<file path="config.mk">
export PLATFORM = sky130hd
export DESIGN_NAME = spi_rx_mode
export DESIGN_NICKNAME = d
export VERILOG_FILES = /design/src/rtl/spi_pkg.sv /design/src/rtl/spi_sync.sv /design/src/rtl/spi_rx_mode.sv
export SDC_FILE = /design/constraint.sdc
export NUM_CORES = 1
export LEC_CHECK = 0
export CORE_ASPECT_RATIO = 1.1
export CORE_MARGIN = 2
export CORE_UTILIZATION = 45
export CTS_CLUSTER_DIAMETER = 30
export DETAILED_ROUTE_END_ITERATION = 6
export SYNTH_ARGS = -nofsm -noshare
export SYNTH_HDL_FRONTEND = slang
export SYNTH_SLANG_ARGS = --single-unit
</file>
<file path="constraint.sdc">
create_clock -name clk -period 5.4 [get_ports clk]
set_clock_uncertainty 0.05 [all_clocks]
set_input_delay 0.54 -clock clk [delete_from_list [all_inputs] [get_ports clk]]
set_output_delay 0.54 -clock clk [all_outputs]
set_load 0.1 [all_outputs]
</file>
<file path="src/rtl/spi_pkg.sv">
// Shared types and helpers for the SPI slave receiver: FSM states, SPI mode
// encodings, sample-edge selection and frame-length clamping.
package spi_pkg;

    typedef enum logic {
        IDLE = 1'b0,
        RECV = 1'b1
    } state_e;

    // Mode number is {cpol, cpha}
    typedef enum logic [1:0] {
        MODE0 = 2'b00,
        MODE1 = 2'b01,
        MODE2 = 2'b10,
        MODE3 = 2'b11
    } spi_mode_e;

    function automatic logic sample_on_rise(input spi_mode_e mode);
        return (mode == MODE0) || (mode == MODE3);
    endfunction

    function automatic int unsigned clamp_len(input int unsigned len, input int unsigned max_w);
        return ((len == 0) || (len > max_w)) ? max_w : len;
    endfunction

endpackage

</file>
<file path="src/rtl/spi_sync.sv">
// Multi-flop synchroniser for one asynchronous bus input, with a selectable
// reset level so idle-high lines do not produce a false edge out of reset.
module spi_sync #(
    parameter int unsigned STAGES  = 2,
    parameter logic        RST_VAL = 1'b0
) (
    input  logic clk,
    input  logic rst,
    input  logic d_i,
    output logic q_o
);

    logic [STAGES-1:0] sync_q;

    always_ff @(posedge clk or posedge rst) begin
        if (rst) begin
            sync_q <= {STAGES{RST_VAL}};
        end else begin
            sync_q <= {sync_q[STAGES-2:0], d_i};
        end
    end

    assign q_o = sync_q[STAGES-1];

endmodule

</file>
<file path="src/rtl/spi_rx_mode.sv">
// SPI slave receiver: oversamples SCLK/CS_N/SDI, assembles frames of 1..SPI_RX_WIDTH
// bits in any CPOL/CPHA mode and hands words to a one-entry valid/ready buffer.
module spi_rx_mode
    import spi_pkg::*;
#(
    parameter int          DLY            = 1,
    parameter int unsigned SPI_RX_WIDTH   = 32,
    parameter int unsigned LENGTH_RECEIVE = $clog2(SPI_RX_WIDTH + 1),
    parameter int unsigned SYNC_STAGES    = 2
) (
    input  logic                      clk,
    input  logic                      rst,
    input  logic                      cpol,
    input  logic                      cpha,
    input  logic                      msb_first,
    input  logic [LENGTH_RECEIVE-1:0] length,
    input  logic                      spi_bus_clk,
    input  logic                      spi_cs_n,
    input  logic                      sdi,
    output logic [SPI_RX_WIDTH-1:0]   rx_rdata,
    output logic                      rx_vld,
    input  logic                      rx_rdy,
    output logic                      rx_overrun,
    input  logic                      overrun_clr,
    output logic                      rx_interrupt,
    output logic                      rx_abort,
    output logic                      rx_busy
);

    if (DLY < 0 || SPI_RX_WIDTH < 2 || SYNC_STAGES < 2) begin : g_param_check
        $error("spi_rx_mode: illegal parameter value");
    end

    logic sclk_s, cs_s, sdi_s;

    spi_sync #(.STAGES(SYNC_STAGES), .RST_VAL(1'b0)) u_sync_sclk (
        .clk(clk), .rst(rst), .d_i(spi_bus_clk), .q_o(sclk_s)
    );
    spi_sync #(.STAGES(SYNC_STAGES), .RST_VAL(1'b1)) u_sync_cs (
        .clk(clk), .rst(rst), .d_i(spi_cs_n), .q_o(cs_s)
    );
    spi_sync #(.STAGES(SYNC_STAGES), .RST_VAL(1'b0)) u_sync_sdi (
        .clk(clk), .rst(rst), .d_i(sdi), .q_o(sdi_s)
    );

    logic                      sclk_q, cs_q;
    state_e                    state_q, state_d;
    spi_mode_e                 mode_q, mode_d;
    logic                      msb_q, msb_d;
    logic [LENGTH_RECEIVE-1:0] len_q, len_d;
    logic [LENGTH_RECEIVE-1:0] cnt_q, cnt_d;
    logic [SPI_RX_WIDTH-1:0]   shift_q, shift_d;
    logic [SPI_RX_WIDTH-1:0]   word_q, word_d;
    logic                      done_q, done_d;
    logic                      abort_q, abort_d;
    logic [SPI_RX_WIDTH-1:0]   rdata_q, rdata_d;
    logic                      vld_q, vld_d;
    logic                      int_q, int_d;
    logic                      ovr_q, ovr_d;

    logic                      sclk_rise, sclk_fall, cs_fall, cs_rise, sample;
    logic [SPI_RX_WIDTH-1:0]   shift_cat;

    assign sclk_rise = sclk_s & ~sclk_q;
    assign sclk_fall = ~sclk_s & sclk_q;
    assign cs_fall   = ~cs_s & cs_q;
    assign cs_rise   = cs_s & ~cs_q;
    assign sample    = sample_on_rise(mode_q) ? sclk_rise : sclk_fall;

    always_comb begin
        state_d   = state_q;
        mode_d    = mode_q;
        msb_d     = msb_q;
        len_d     = len_q;
        cnt_d     = cnt_q;
        shift_d   = shift_q;
        word_d    = word_q;
        done_d    = 1'b0;
        abort_d   = 1'b0;
        shift_cat = msb_q ? {shift_q[SPI_RX_WIDTH-2:0], sdi_s}
                          : (shift_q | (SPI_RX_WIDTH'(sdi_s) << cnt_q));
        case (state_q)
            IDLE: begin
                if (cs_fall) begin
                    mode_d  = spi_mode_e'({cpol, cpha});
                    msb_d   = msb_first;
                    len_d   = LENGTH_RECEIVE'(clamp_len(32'(length), SPI_RX_WIDTH));
                    cnt_d   = '0;
                    shift_d = '0;
                    state_d = RECV;
                end
            end
            RECV: begin
                if (sample) begin
                    if (cnt_q == len_q - LENGTH_RECEIVE'(1)) begin
                        word_d  = shift_cat;
                        done_d  = 1'b1;
                        cnt_d   = '0;
                        shift_d = '0;
                    end else begin
                        cnt_d   = cnt_q + LENGTH_RECEIVE'(1);
                        shift_d = shift_cat;
                    end
                end
                // Abort decision uses the post-sample count so a word completing on
                // the same cycle as cs_n rising is delivered, not aborted.
                if (cs_rise) begin
                    state_d = IDLE;
                    abort_d = (cnt_d != '0);
                end
            end
            default: state_d = IDLE;
        endcase
    end

    always_comb begin
        rdata_d = rdata_q;
        vld_d   = vld_q;
        int_d   = 1'b0;
        ovr_d   = ovr_q & ~overrun_clr;
        if (done_q) begin
            if (!vld_q || rx_rdy) begin
                rdata_d = word_q;
                vld_d   = 1'b1;
                int_d   = 1'b1;
            end else begin
                ovr_d   = 1'b1;
            end
        end else if (vld_q && rx_rdy) begin
            vld_d = 1'b0;
        end
    end

    always_ff @(posedge clk or posedge rst) begin
        if (rst) begin
            sclk_q  <= 1'b0;
            cs_q    <= 1'b1;
            state_q <= IDLE;
            mode_q  <= MODE0;
            msb_q   <= 1'b1;
            len_q   <= LENGTH_RECEIVE'(SPI_RX_WIDTH);
            cnt_q   <= '0;
            shift_q <= '0;
            word_q  <= '0;
            done_q  <= 1'b0;
            abort_q <= 1'b0;
            rdata_q <= '0;
            vld_q   <= 1'b0;
            int_q   <= 1'b0;
            ovr_q   <= 1'b0;
        end else begin
            sclk_q  <= sclk_s;
            cs_q    <= cs_s;
            state_q <= state_d;
            mode_q  <= mode_d;
            msb_q   <= msb_d;
            len_q   <= len_d;
            cnt_q   <= cnt_d;
            shift_q <= shift_d;
            word_q  <= word_d;
            done_q  <= done_d;
            abort_q <= abort_d;
            rdata_q <= rdata_d;
            vld_q   <= vld_d;
            int_q   <= int_d;
            ovr_q   <= ovr_d;
        end
    end

    assign rx_rdata     = rdata_q;
    assign rx_vld       = vld_q;
    assign rx_interrupt = int_q;
    assign rx_overrun   = ovr_q;
    assign rx_abort     = abort_q;
    assign rx_busy      = (state_q == RECV);

endmodule

</file>
After elaboration in Yosys (flattened, before gate mapping)
Cells that the tools add are included.

word-level totals
  register bits after elaboration = 125
  logic and storage cells = 80

operators by class
  equality and inequality tests = 5
  muxes and demuxes = 27
  reduce and logical (&&, ||, !) cells = 14
  $add $sub $neg = 2
  shift operators = 1
  magnitude comparators = 1
  bitwise gates (word level) = 12

operators by type and width
  operator                                              number
  2-to-1 mux 32 bit                                     4
  case mux 32 bit (2 select lines)                      1
  OR 32 bit                                             1
  << shifter 1 x 6 -> 32 bit                            1
  2-to-1 mux 6 bit                                      5
  2-to-1 mux 1 bit                                      15
  case mux 6 bit (2 select lines)                       1
  AND reduction 2 bit                                   4
  adder 6 x 1 -> 6 bit, second input constant           1
  == test 6 bit                                         1
  greater-than comparator 6 bit, second input constant  1
  logical NOT 6 bit                                     1
  NOT 1 bit                                             6
  nonzero test 6 bit                                    1
  subtractor 6 x 1 -> 6 bit, second input constant      1
  bitwise AND 1 bit                                     5
  != test 2 x 1 -> 1 bit, second input constant         2
  logical OR 1 bit                                      3
  AND reduction 3 bit                                   1
  == test 2 bit, second input constant                  1
  logical NOT 2 bit                                     1
  != test 2 bit, second input constant                  1
  case mux 1 bit (2 select lines)                       1
  nonzero test 2 bit                                    1
  2 further kinds                                       2

Longest topological paths before layout
Gate-level depths: netlist of the first run.

  depth after elaboration = 8
  mapped depth = 10

Cells and area by module
From an unflattened synthesis of the first run, not the netlist that was laid out.

second synthesis, totals
  cell total of the unflattened synthesis = 510
  area, all modules = 5,571.6 um^2

by module, submodules not included
  module                      cells each  area each (um^2)  instances  sequential area each (um^2)
  spi_rx_mode                 501         5,407.7           1          2,981.6
  spi_sync (u_sync_sclk ...)  3           53.8              2          50.0
  spi_sync (u_sync_cs)        3           56.3              1          52.6

Least setup slack after synthesis of the first run
OpenSTA, ideal clock, no wires.

  path type = register to register
  from = register state_q, in the netlist rx_busy
  to = register word_q[12]
  arrival time = 2.092 ns
  stages on the path, launching flop included = 7
  data required time = 5.274 ns
  path slack = 3.182 ns
  path through = dfrtp_1 -> clkbuf_1 -> and2_1 -> buf_4 -> clkbuf_1 -> o311ai_0 -> o2bb2ai_2

on the way
  longest elaborated chain between the ends = 1

RTL lines
  item                           line                text
  start, declared                spi_rx_mode.sv:47   state_e state_q, state_d;
  start signal, assigned         spi_rx_mode.sv:154  state_q <= state_d;
  AND reduction 3 bit (no line)  --
  end signal, assigned           spi_rx_mode.sv:160  word_q <= word_d;
  end, declared                  spi_rx_mode.sv:53   logic [SPI_RX_WIDTH-1:0] word_q, word_d;

Every way passes these cells.
A chain may end at the register's enable or synchronous reset.

Worst setup path after layout of the first run
  from = register len_q[0]
  to = register cnt_q[3]

on the way
  longest elaborated chain between the ends = 6

RTL lines
  item                             line                text
  start, declared                  spi_rx_mode.sv:50   logic [LENGTH_RECEIVE-1:0] len_q, len_d;
  start signal, assigned           spi_rx_mode.sv:141  len_q <= LENGTH_RECEIVE'(SPI_RX_WIDTH);
  start signal, assigned           spi_rx_mode.sv:157  len_q <= len_d;
  subtractor 6 x 1 -> 6 bit        spi_rx_mode.sv:95   if (cnt_q == len_q - LENGTH_RECEIVE'(1)) begin
  == test 6 bit                    spi_rx_mode.sv:95
  2-to-1 mux 6 bit                 spi_rx_mode.sv:95
  2-to-1 mux 6 bit                 spi_rx_mode.sv:94   if (sample) begin
  2-to-1 mux 6 bit                 spi_rx_mode.sv:82   case (state_q)
  case mux 6 bit (2 select lines)  spi_rx_mode.sv:82
  end signal, assigned             spi_rx_mode.sv:158  cnt_q <= cnt_d;
  end, declared                    spi_rx_mode.sv:51   logic [LENGTH_RECEIVE-1:0] cnt_q, cnt_d;

Every way passes these cells. The select of a mux whose other input is x is not followed.

==> impl.org, run 1 <==
** Clock network
- CTS placed an instance of clkbuf_16 at the clock tree root.
- The clock net in this run drives a total of 125 sinks.
- TritonCTS created 17 clock buffers.
- After clock tree synthesis, the clock-pin slew on the worst setup and hold paths is 0.05 ns.
- Depth of the CTS H-tree :: 4
- Number of gates given a new drive strength after cts :: 0
- TritonCTS clock tree :: built
- Insertion delay of the later-clocked pin in the worst-skew pair :: 0.42 ns
- Buffers inserted during post-CTS setup optimization :: 0
- No sink is reached through more buffers than the 2 on the longest clock path.
- Hold buffer count at CTS :: 0

** Detailed routing
- Detailed Route WL :: 11.88 mm
- Number of antenna-violating nets in the routed design :: 0
- Count of routing violations after the opening detailed-route iteration :: 234
- Before antenna repair, the detailed router went through 4 iterations.
- Via count :: 3984
- Drt via density :: 5.495
- Final routed wire length divided by cell count :: 16.38 um
- Remaining routing DRC violations :: 0

** Synthesis
- In this run the cell area of the synthesized design comes to 5798 um^2.
- In the synthesized netlist, the number of instances is 516.
- Number of flops mapped to enable cells by yosys :: 0
- Number of distinct library cells after synthesis :: 49
- Ranked by total cell area, the synthesized netlist is headed by dfrtp_1, mux2_2, o2bb2ai_2.
- Area fraction of the dominant cell type after synthesis :: 51.79%
- In the post-synthesis netlist, the cell with the most instances is dfrtp_1.
- FF+latch count, synth :: 125
- Most frequently used flop master after synthesis :: dfrtp_1
- Sorting the synthesized cells by how often they occur yields dfrtp_1, nand2_1, nand2b_1, nor2_1, mux2_2.
- The number of nets in the synthesized netlist is 534.
- Summing the sequential cell areas from Yosys gives 54.06% of the chip area.
- In this run the mean area of a mapped cell was 11.24 um^2.
- Yosys warning count :: 0
- Share of flip-flops with an asynchronous set or reset after synthesis :: 100.0%
- Library cell occupying the most area in the post-synthesis netlist :: dfrtp_1

** Worst setup path
- In this run the worst setup path terminates at cnt_q[3].
- Arrival time at the worst endpoint :: 3.17 ns
- Startpoint kind of the worst setup timing path :: flip-flop
- Worst setup path start :: len_q[0]
- Worst r2r dst :: cnt_q[3]
- R2r setup slk :: 2.48 ns
- STA puts the critical path data required time at 5.65 ns.
- The critical path in this run is classified as flip-flop to flip-flop.
- The startpoint identified for the worst register-to-register timing path is len_q[0].
- Of all nets on the critical path, the largest fanout is 37.
- The worst register-to-register path has a depth of 8.
- CP Capture Type :: flip-flop

** Global route
- Global router's overall resource usage :: 18.64%
- The first global-routing pass estimated 20.30 mm of wire.
- The number of global-route vias before repair came to 3977.
- Global routing finished with a remaining overflow of 0.
- Number of antenna violations at the first check in global routing :: 0
- Entering global routing, the biggest net connects 83 pins.

** Final layout
- Post-route design area :: 6938 um^2
- In the final design database the tool counted 573 nets.
- Antenna cells :: 0
- Layout area overhead :: 19.66%
- In the final layout, the share of cells above drive strength 1 is 18.84%.

** Floorplanning
- The floorplan has 43 rows.
- The floorplan step defined a die boundary enclosing 13810 um^2.
- The region available for standard cell placement spans 12590 um^2.
- The die is 123.1 um tall.
- Io pins :: 53
- Initial Utilization :: 46.05%
- The die is 112.2 um wide.

** Power
- Total power for the finished layout comes to 0.002951 W.
- Power density over the cells :: 425.3 nW/um^2
- Summed over all cells, the static leakage comes to 2.967 nW.
- Peak supply drop :: 0.2261 mV

** Flow run
- Max-cap violations :: 0

** STA
- Measured against its own limit, the worst slew margin works out to 26.34%.
- The clock period could shrink to 2.922 ns.
- Worst-margin pin slew :: 1.101 ns
- The final-report max-slew violation count was 0.
- Once routing completed, OpenROAD measured the worst setup slack at 2.478 ns.
- Adding up every negative setup slack in the final design gives 0 ns.
- Final period util :: 54.11%
- The hold violation total from the final report is 0.
- Setup repair after global routing left no endpoint under its margin.
- Worst hold margin :: 0.2955 ns
- Highest Clock Rate :: 0.3422 GHz
- Setup violations, final :: 0

** Hold path
- The path class of the tightest hold or removal check is flip-flop to flip-flop.

** Place
- In this run the tool buffered the top-level ports with 52 buffer cells.
- The congestion estimate from routability-driven global placement came to 0.8708.
- Timing analysis after detailed placement gives a worst setup slack of 2.285 ns.
- Cell Area, Placed :: 6347 um^2
- The wire-length estimate of the detail-placed layout is 7.140 mm.

** Run status
- The run finished with clean final reports.
==> worst min path at each step <==
stage                           from                     to  slack [ns]  cells after the start
2_1_floorplan  u_sync_sclk.sync_q[0]  u_sync_sclk.sync_q[1]        0.28                      0
6_report       u_sync_sclk.sync_q[0]  u_sync_sclk.sync_q[1]        0.30                      0
3_3_place_gp   u_sync_sclk.sync_q[0]  u_sync_sclk.sync_q[1]        0.29                      0
3_5_place_dp   u_sync_sclk.sync_q[0]  u_sync_sclk.sync_q[1]        0.28                      0
4_1_cts        u_sync_sclk.sync_q[0]  u_sync_sclk.sync_q[1]        0.30                      0
5_1_grt        u_sync_sclk.sync_q[0]  u_sync_sclk.sync_q[1]        0.30                      0
==> sequential cells by signal, indices dropped and copies added (netlist names), 2 cells and up <==
| signal | count |
|---|---|
| rx_rdata | 32 |
| shift_q | 32 |
| word_q | 32 |
| cnt_q | 6 |
| len_q | 6 |
| mode_q | 2 |
| u_sync_cs.sync_q | 2 |
| u_sync_sclk.sync_q | 2 |
| u_sync_sdi.sync_q | 2 |
==> metal layers <==
| metal | GRT usage [%] | part of all wire (%) | vias up |
|---|---|---|---|
| met5 | 0 | 0 | - |
| met3 | 4.167 | 3.3 | 24 |
| met4 | 8.155 | 2.3 | 0 |
| met1 | 25.19 | 47 | 1941 |
| li1 | - | - | 1933 |
| met2 | 29.18 | 47 | 86 |
==> cell usage in the layout (no fill, tap or decap), types with 2 or more instances in the layout <==
cell type / Yosys / routed
nand2b_1: 41 / 41
dfstp_2: 5 / 5
clkinv_2: 0 / 3
nand3_1: 6 / 6
nor3_1: 5 / 5
xor2_1: 6 / 6
o22ai_1: 3 / 3
nand4b_1: 2 / 2
inv_1: 9 / 8
nand3b_1: 3 / 3
clkbuf_8: 0 / 3
o311ai_0: 31 / 31
clkbuf_1: 16 / 5
nor3b_1: 2 / 2
nor2b_1: 4 / 3
clkdlybuf4s50_1: 0 / 52
dfrtp_1: 120 / 120
o21ai_0: 13 / 13
a21oi_1: 6 / 6
buf_4: 1 / 3
clkbuf_16: 0 / 17
ha_1: 2 / 2
nor2_1: 41 / 41
o2bb2ai_2: 26 / 26
mux2_2: 35 / 35
nand2_1: 60 / 60
o21ai_1: 33 / 33
bufinv_16: 0 / 2
o2bb2ai_1: 6 / 6
clkinvlp_4: 0 / 2
==> worst max-delay path, cell delays in order (launching register included) <==
cell and delay [ns]:
dfrtp_1 0.44, inv_1 0.07, ha_1 0.24, nand2b_1 0.17
o211a_1 0.14, o31ai_1 0.45, nand2_2 0.73, a32oi_1 0.44
nand2_1 0.08
==> stage by stage <==
| step | utilization, % | std cells |
|---|---|---|
| 6_report | 55.11 | 725 |
| 5_1_grt | 55.11 | 725 |
| 3_3_place_gp | 50.42 | 692 |
| 4_1_cts | 54.99 | 724 |
| 2_1_floorplan | - | 516 |
| 3_5_place_dp | 50.42 | 692 |
==> power breakdown <==
part	internal (W)	switching (W)	leakage, nW
Sequential	0.00110	0.000185	1.68
Clock	0.000712	0.000387	0.277
Combinational	0.000251	0.000313	1.01
Total	0.00207	0.000886	2.97
==> final cells by class <==
class | instances | area, um^2
Sequential cell | 125 | 3134
Fill cell | 1090 | 5652
Multi-Input combinational cell | 346 | 2437
Clock inverter | 7 | 90.09
Inverter | 9 | 36.28
Timing Repair Buffer | 56 | 558.0
Clock buffer | 25 | 485.5
Tap cell | 157 | 196.4
==> cells by family after synthesis <==
logic type      count (synthesis)  share of synthesized area [%]
flops                         125                          54.06
xor+xnor                        7                          1.057
fa+ha+maj                       2                         0.4315
compound gates                128                          18.56
mux                            36                          7.035
buf+inv                        45                          3.949
simple gates                  173                          14.91
(Power assumes the default switching activity.)
==> run 2: changes to the inputs <==
==> constraint.sdc (replaced) <==
create_clock -name clk -period 2.8 [get_ports clk]
set_clock_uncertainty 0.05 [all_clocks]
set_input_delay 0.28 -clock clk [delete_from_list [all_inputs] [get_ports clk]]
set_output_delay 0.28 -clock clk [all_outputs]
set_load 0.1 [all_outputs]
==> run 2 against run 1 <==
Cell area fell by 0.61%. Combinational power rose by 100%. Setup slack got worse by 2.1 ns. Hold slack got worse by 0.091 ns. Die area did not move. Cell count rose by 0.69%. Global-route usage rose by 0.081 points. Critical path depth did not move. Utilization fell by 0.34 points. Register-to-register slack got worse by 2.1 ns.
==> impl.org, run 2 (synthesized netlist as in run 1, its figures left out) <==
** Run status
- Outcome :: completed (unchanged)

** Worst setup path
- Stage delay of the slowest cell on the critical path :: 0.43 ns (was 0.73 ns)
- The critical path's top delay family is compound AO/OA/AOI/OAI gates (unchanged).
- The worst reg-to-reg setup slack came to 0.38 ns (was 2.48 ns).
- The origin of the critical flop-to-flop path was len_q[0] (unchanged).
- Critical path data required time :: 3.02 ns (was 5.65 ns)
- Worst setup path start :: len_q[0] (unchanged)
- The length in cells of the worst reg-to-reg path is 8 (unchanged).
- Startpoint kind of the worst setup timing path :: flip-flop (unchanged)
- Number of logic stages on the critical path including buffering :: 8 (unchanged)
- Worst r2r dst :: shift_q[7] (was cnt_q[3])
- The worst path buffer plus inverter count came to 2 (was 1).
- Arrival time at the worst endpoint :: 2.64 ns (was 3.17 ns)
- CP Capture Type :: flip-flop (unchanged)
- The destination of the critical timing path is shift_q[7] (was cnt_q[3]).
- CP Max Fanout :: 32 (was 37)
- Crit-path cells: inv_1 -> ha_1 -> nand2b_1 -> o211a_1 -> o31ai_1 -> and2_4 -> buf_4 -> o21ai_1 (was inv_1 -> ha_1 -> nand2b_1 -> o211a_1 -> o31ai_1 -> nand2_2 -> a32oi_1 -> nand2_1).
- Cell with the largest stage delay on the worst path :: dfrtp_1 (was nand2_2)
- Crit Path Class :: flip-flop to flip-flop (unchanged)

** Final layout
- The ratio of cells with drive above 1 in the final layout is 26.53% (was 18.84%).
- Antenna cells :: 0 (unchanged)
- The final design utilization is 54.77% (was 55.11%).
- Most frequent standard cell in the layout excluding fill and tap cells :: dfrtp_1 (unchanged)
- Commonest cells after routing, fill and taps aside :: dfrtp_1, nand2_1, buf_4, nand2b_1, nor2_1 (was dfrtp_1, nand2_1, clkdlybuf4s50_1, nand2b_1, nor2_1)
- Filler Cell Count :: 1094 (was 1090)
- Post-layout net count :: 580 (was 573)
- Fin cells :: 730 (was 725)
- Layout area overhead :: 18.93% (was 19.66%)

** Detailed routing
- Drt via density :: 5.485 (was 5.495)
- The count of vias placed by the detailed router is 4004 (was 3984).
- Remaining routing DRC violations :: 0 (unchanged)
- Pre-antenna DRT Iters :: 4 (unchanged)
- The detailed router's first-iteration violation count is 181 (was 234).
- The total wirelength of the detailed-routed design is 11.73 mm (was 11.88 mm).
- The final antenna-violating net count was 0 (unchanged).
- The routed length per instance came to 16.07 um (was 16.38 um).

** Flow run
- The count of max-cap constraint violations is 0 (unchanged).

** Floorplanning
- The number of standard-cell rows in the floorplan came to 43 (unchanged).
- Core area :: 12590 um^2 (unchanged)
- Io pins :: 53 (unchanged)
- Floorplan die width :: 112.2 um (unchanged)
- The area of the die came to 13810 um^2 (unchanged).
- Initial Utilization :: 46.05% (unchanged)
- Die height :: 123.1 um (unchanged)

** Global route
- The number of global-route vias before repair was 4045 (was 3977).
- Number of antenna violations at the first check in global routing :: 0 (unchanged)
- The global router's overall resource usage was 18.72% (was 18.64%).
- GRT Residual Overflow :: 0 (unchanged)
- Global-route wire length before repair :: 20.31 mm (was 20.30 mm)
- Largest net degree at the start of global routing :: 65 (was 83)

** STA
- Worst-margin pin slew :: 0.7544 ns (was 1.101 ns)
- The shortest clock period the worst path allows after layout came to 2.422 ns (was 2.922 ns).
- The total negative slack for setup checks was 0 ns (unchanged).
- Final period util :: 86.50% (was 54.11%)
- Worst rel slew slack :: 49.07% (was 26.34%)
- Highest Clock Rate :: 0.4129 GHz (was 0.3422 GHz)
- The final-report max-slew violation count was 0 (unchanged).
- The worst hold margin came to 0.2050 ns (was 0.2955 ns).
- Unrepaired setup endpoints after global routing: false (unchanged).
- Fin. Hold Viols :: 0 (unchanged)
- Least setup slack across all paths after layout :: 0.3779 ns (was 2.478 ns)
- Setup violations, final :: 0 (unchanged)

** Place
- The HPWL after detailed placement is 7.436 mm (was 7.140 mm).
- The count of buffers from port buffering came to 52 (unchanged).
- The placement-stage worst setup slack was 0.3607 ns (was 2.285 ns).
- The cell count after placement was 700 (was 692).
- Final weighted congestion in routability-driven placement :: 0.8444 (was 0.8708)

** Clock network
- The hold buffer count at cts was 0 (unchanged).
- Number of buffers on the longest clock path :: 2 (unchanged)
- Num CTS Buffers :: 17 (unchanged)
- Number of sinks on the clock net :: 125 (unchanged)
- Number of gates given a new drive strength after cts :: 0 (unchanged)
- The clock tree root buffer cell is clkbuf_16 (unchanged).
- The number of H-tree branching levels came to 4 (unchanged).
- The number of post-CTS setup repair buffers is 0 (unchanged).
- The clock tree from TritonCTS was built (unchanged).
- CTS clk-pin slew, worst paths :: 0.05 ns (about the same)
- Insertion delay of the later-clocked pin in the worst-skew pair :: 0.42 ns (about the same)

** Power
- Leakage Power :: 3.077 nW (was 2.967 nW)
- The maximum vdd drop came to 0.4485 mV (was 0.2261 mV).
- The power per cell area was 808.9 nW/um^2 (was 425.3 nW/um^2).

** Hold path
- The class of the worst hold path was primary input to asynchronous set/reset pin (was flip-flop to flip-flop).
-- run 2: final cells by class --
| class | instances | area (um^2) | share of cell area, % |
|---|---|---|---|
| clock buffers | 22 | 474.2 | 6.877 |
| clock inverters | 8 | 67.56 | 0.9799 |
| inverters | 9 | 37.54 | 0.5444 |
| multi-input cells | 346 | 2437 | 35.35 |
| flip-flops and latches | 125 | 3134 | 45.45 |
| well taps | 157 | 196.4 | 2.849 |
| repair buffers | 63 | 548.0 | 7.948 |
-- run 2: stage by stage --
step,total power (W),instance area [um^2]
floorplan,0.003309,5802
global placement,0.003566,6354
detailed placement,0.003603,6354
CTS,0.005644,6895
global route,0.005907,6895
finish,0.005578,6895
-- run 2: worst min path at each step --
stage                      endpoint  slack, ns  cells past startpoint
2_1_floorplan   u_sync_cs.sync_q[0]       0.23                      0
3_3_place_gp   u_sync_sdi.sync_q[1]       0.28                      0
3_5_place_dp   u_sync_sdi.sync_q[1]       0.29                      0
4_1_cts         u_sync_cs.sync_q[0]       0.20                      1
5_1_grt         u_sync_cs.sync_q[0]       0.22                      1
6_report               rx_rdata[10]       0.20                      2
-- run 2: report_power, final --
group / internal, W / total, W / switching, W
clock network: 0.00127 / 0.00201 / 0.000741
logic: 0.000503 / 0.00115 / 0.000643
registers: 0.00212 / 0.00242 / 0.000299
total: 0.00390 / 0.00558 / 0.00168
-- run 2: per-layer routing --
metal	track usage [%]	vias to the layer above	share of wire [%]	wire, um
met5	0	-	0	0
met4	8.613	0	1.8	215
met3	4.412	14	4.1	477
met2	29.29	74	48	5588
met1	24.96	1972	46	5448
li1	-	1944	-	-
==> run 3: changes to the inputs <==
==> constraint.sdc (replaced) <==
create_clock -name clk -period 2.3 [get_ports clk]
set_clock_uncertainty 0.05 [all_clocks]
set_input_delay 0.23 -clock clk [delete_from_list [all_inputs] [get_ports clk]]
set_output_delay 0.23 -clock clk [all_outputs]
set_load 0.1 [all_outputs]
==> run 3 against run 2 <==
Global-route usage up 0.12 points. Largest cell class unchanged. Sequential power up 22%. Cell count up 1.8%. Wire length up 3.5%. Cell area up 3.4%.
==> impl.org, run 3 (synthesized netlist as in run 1, its figures left out) <==
** Final layout
- The area overhead of the layout relative to synthesis came to 23.03% (was 18.93%).
- Commonest cells after routing, fill and taps aside: dfrtp_1, nand2_1, buf_4, nand2b_1, nor2_1 (unchanged).
- Most frequent standard cell in the layout excluding fill and tap cells :: dfrtp_1 (unchanged)
- Share of cells above drive strength 1 :: 28.67% (was 26.53%)
- The filler cell count is 1058 (was 1094).
- The number of diodes added for antenna fixing came to 0 (unchanged).
- Post-layout net count :: 591 (was 580)
- The post-route cell area was 7133 um^2 (was 6895 um^2).

** Floorplanning
- The vertical extent of the die is 123.1 um (unchanged).
- The top-level I/O count came to 53 (unchanged).
- Die outline area :: 13810 um^2 (unchanged)
- Core area :: 12590 um^2 (unchanged)
- The die extent in x was 112.2 um (unchanged).
- The starting density of the core came to 46.05% (unchanged).
- Placement row count :: 43 (unchanged)

** Global route
- The global router's overall resource usage was 18.84% (was 18.72%).
- GRT Residual Overflow :: 0 (unchanged)
- Number of antenna violations at the first check in global routing :: 0 (unchanged)
- The wire length of the first global-routing pass came to 20.44 mm (was 20.31 mm).
- Number of global-route vias before repair :: 3999 (was 4045)
- The largest net degree at the start of global routing is 62 (was 65).

** Power
- Peak supply drop :: 0.6486 mV (was 0.4485 mV)
- The static leakage came to 3.163 nW (was 3.077 nW).
- The post-layout total power came to 0.007307 W (was 0.005578 W).
- The power per cell area was 1024 nW/um^2 (was 808.9 nW/um^2).

** Clock network
- The number of H-tree branching levels is 4 (unchanged).
- Buffers inserted during post-CTS setup optimization :: 0 (unchanged)
- Number of buffers on the longest clock path :: 2 (unchanged)
- The total clock buffers created by CTS was 17 (unchanged).
- TritonCTS clock tree :: built (unchanged)
- The clock tree root buffer cell is clkbuf_16 (unchanged).
- The clock sink total was 125 (unchanged).
- The clock latency at the later pin of the worst-skew pair is 0.42 ns (about the same).
- The clock transition at the register clock pins on the worst setup and hold paths after CTS came to 0.06 ns (was 0.05 ns).
- Hold buffer count at CTS :: 0 (unchanged)

** STA
- The worst path setup slack after routing came to 0.1238 ns (was 0.3779 ns).
- The fmax is 0.4595 GHz (was 0.4129 GHz).
- Post-layout minimum cycle time :: 2.176 ns (was 2.422 ns)
- Fin. Hold Viols :: 0 (unchanged)
- The worst slew margin relative to its limit was 49.97% (was 49.07%).
- Setup violations, final :: 0 (unchanged)
- The total negative slack for setup checks came to 0 ns (unchanged).
- Unrepaired setup endpoints after global routing: false (unchanged).
- The transition time at the pin with the least slew margin was 0.7411 ns (was 0.7544 ns).
- The final-report max-slew violation count was 0 (unchanged).
- The worst hold margin was 0.1511 ns (was 0.2050 ns).
- The final clock period utilization by the worst path is 94.62% (was 86.50%).

** Worst setup path
- Crit Path Class :: flip-flop to flip-flop (unchanged)
- The category of the worst setup path launch point is a flip-flop (unchanged).
- Arrival time at the worst endpoint :: 2.40 ns (was 2.64 ns)
- The endpoint required time on the critical path came to 2.52 ns (was 3.02 ns).
- CP Max Fanout :: 17 (was 32)
- The category of the worst setup path capture point is a flip-flop (unchanged).

** Detailed routing
- The number of design rule violations left after detail routing came to 0 (unchanged).
- Pre-antenna DRT Iters :: 4 (unchanged)
- The routed length per instance is 16.35 um (was 16.07 um).
- Drt via density :: 5.452 (was 5.485)
- The detailed router's first-iteration violation count is 210 (was 181).
- The final antenna-violating net count was 0 (unchanged).
- The count of vias placed by the detailed router is 4051 (was 4004).
- The total wirelength of the detailed-routed design was 12.15 mm (was 11.73 mm).

** Flow run
- Max-cap violations :: 0 (unchanged)

** Place
- Cell Area, Placed :: 6466 um^2 (was 6354 um^2)
- The count of buffers from port buffering came to 52 (unchanged).
- The placement-stage worst setup slack was 0.09936 ns (was 0.3607 ns).
- The placer congestion estimate was 0.8196 (was 0.8444).
- Dpl hpwl :: 7.656 mm (was 7.436 mm)

** Hold path
- The class of the worst hold path is primary input to asynchronous set/reset pin (unchanged).

** Run status
- Outcome :: completed (unchanged)
[run 3: area by class of cell]
| class | instances | area, um^2 | area share, % |
|---|---|---|---|
| timing repair buffer | 73 | 660.6 | 9.262 |
| inverter | 9 | 37.54 | 0.5262 |
| clock inverter | 13 | 188.9 | 2.649 |
| sequential | 125 | 3134 | 43.94 |
| clock buffer | 19 | 452.9 | 6.350 |
| multi-input combinational | 347 | 2462 | 34.52 |
| tap | 157 | 196.4 | 2.754 |
[run 3: critical path, cell delays in order (launching register included)]
cell and delay [ns]:
dfrtp_1 0.41, inv_1 0.06, ha_1 0.23, nand2b_1 0.17, o211a_1 0.14, o31ai_2 0.22
buf_4 0.16, and2_4 0.25, nand2_8 0.16, o2bb2ai_1 0.17
[run 3: worst paths after layout]
kind	start	end	slack [ns]	cells past startpoint
min	rst	rx_rdata[12]	0.15	2
max reg2reg	len_q[0]	word_q[29]	0.12	9
max in group asynchronous	rst	rx_vld	1.37	3
max	len_q[0]	word_q[29]	0.12	9
min in group clk	spi_cs_n	u_sync_cs.sync_q[0]	0.19	1
min reg2reg	u_sync_sdi.sync_q[0]	u_sync_sdi.sync_q[1]	0.30	0
[run 3: report_power, final]
part | total, W | internal, W | switching, W
logic | 0.00148 | 0.000662 | 0.000815
clock network | 0.00287 | 0.00187 | 0.00100
registers | 0.00296 | 0.00259 | 0.000371
[run 3: what timing repair did]
| item | CTS | global route |
|---|---|---|
| resized for setup | 0 | 2 |
| endpoints found under the hold margin | 0 | 0 |
| setup endpoints to repair | 0 | 32 |
[run 3: stage by stage]
stage / std cells / util, %
2_1_floorplan: 516 / -
6_report: 743 / 56.66
3_3_place_gp: 710 / 51.36
5_1_grt: 743 / 56.66
3_5_place_dp: 710 / 51.36
4_1_cts: 742 / 56.46
[run 3: layer usage]
layer	routed length, um	up-vias	GRT usage (%)
li1	-	1972	-
met1	5708	1991	25.00
met2	5815	69	30.01
met3	421	19	4.951
met4	199	0	7.088
met5	0	-	0
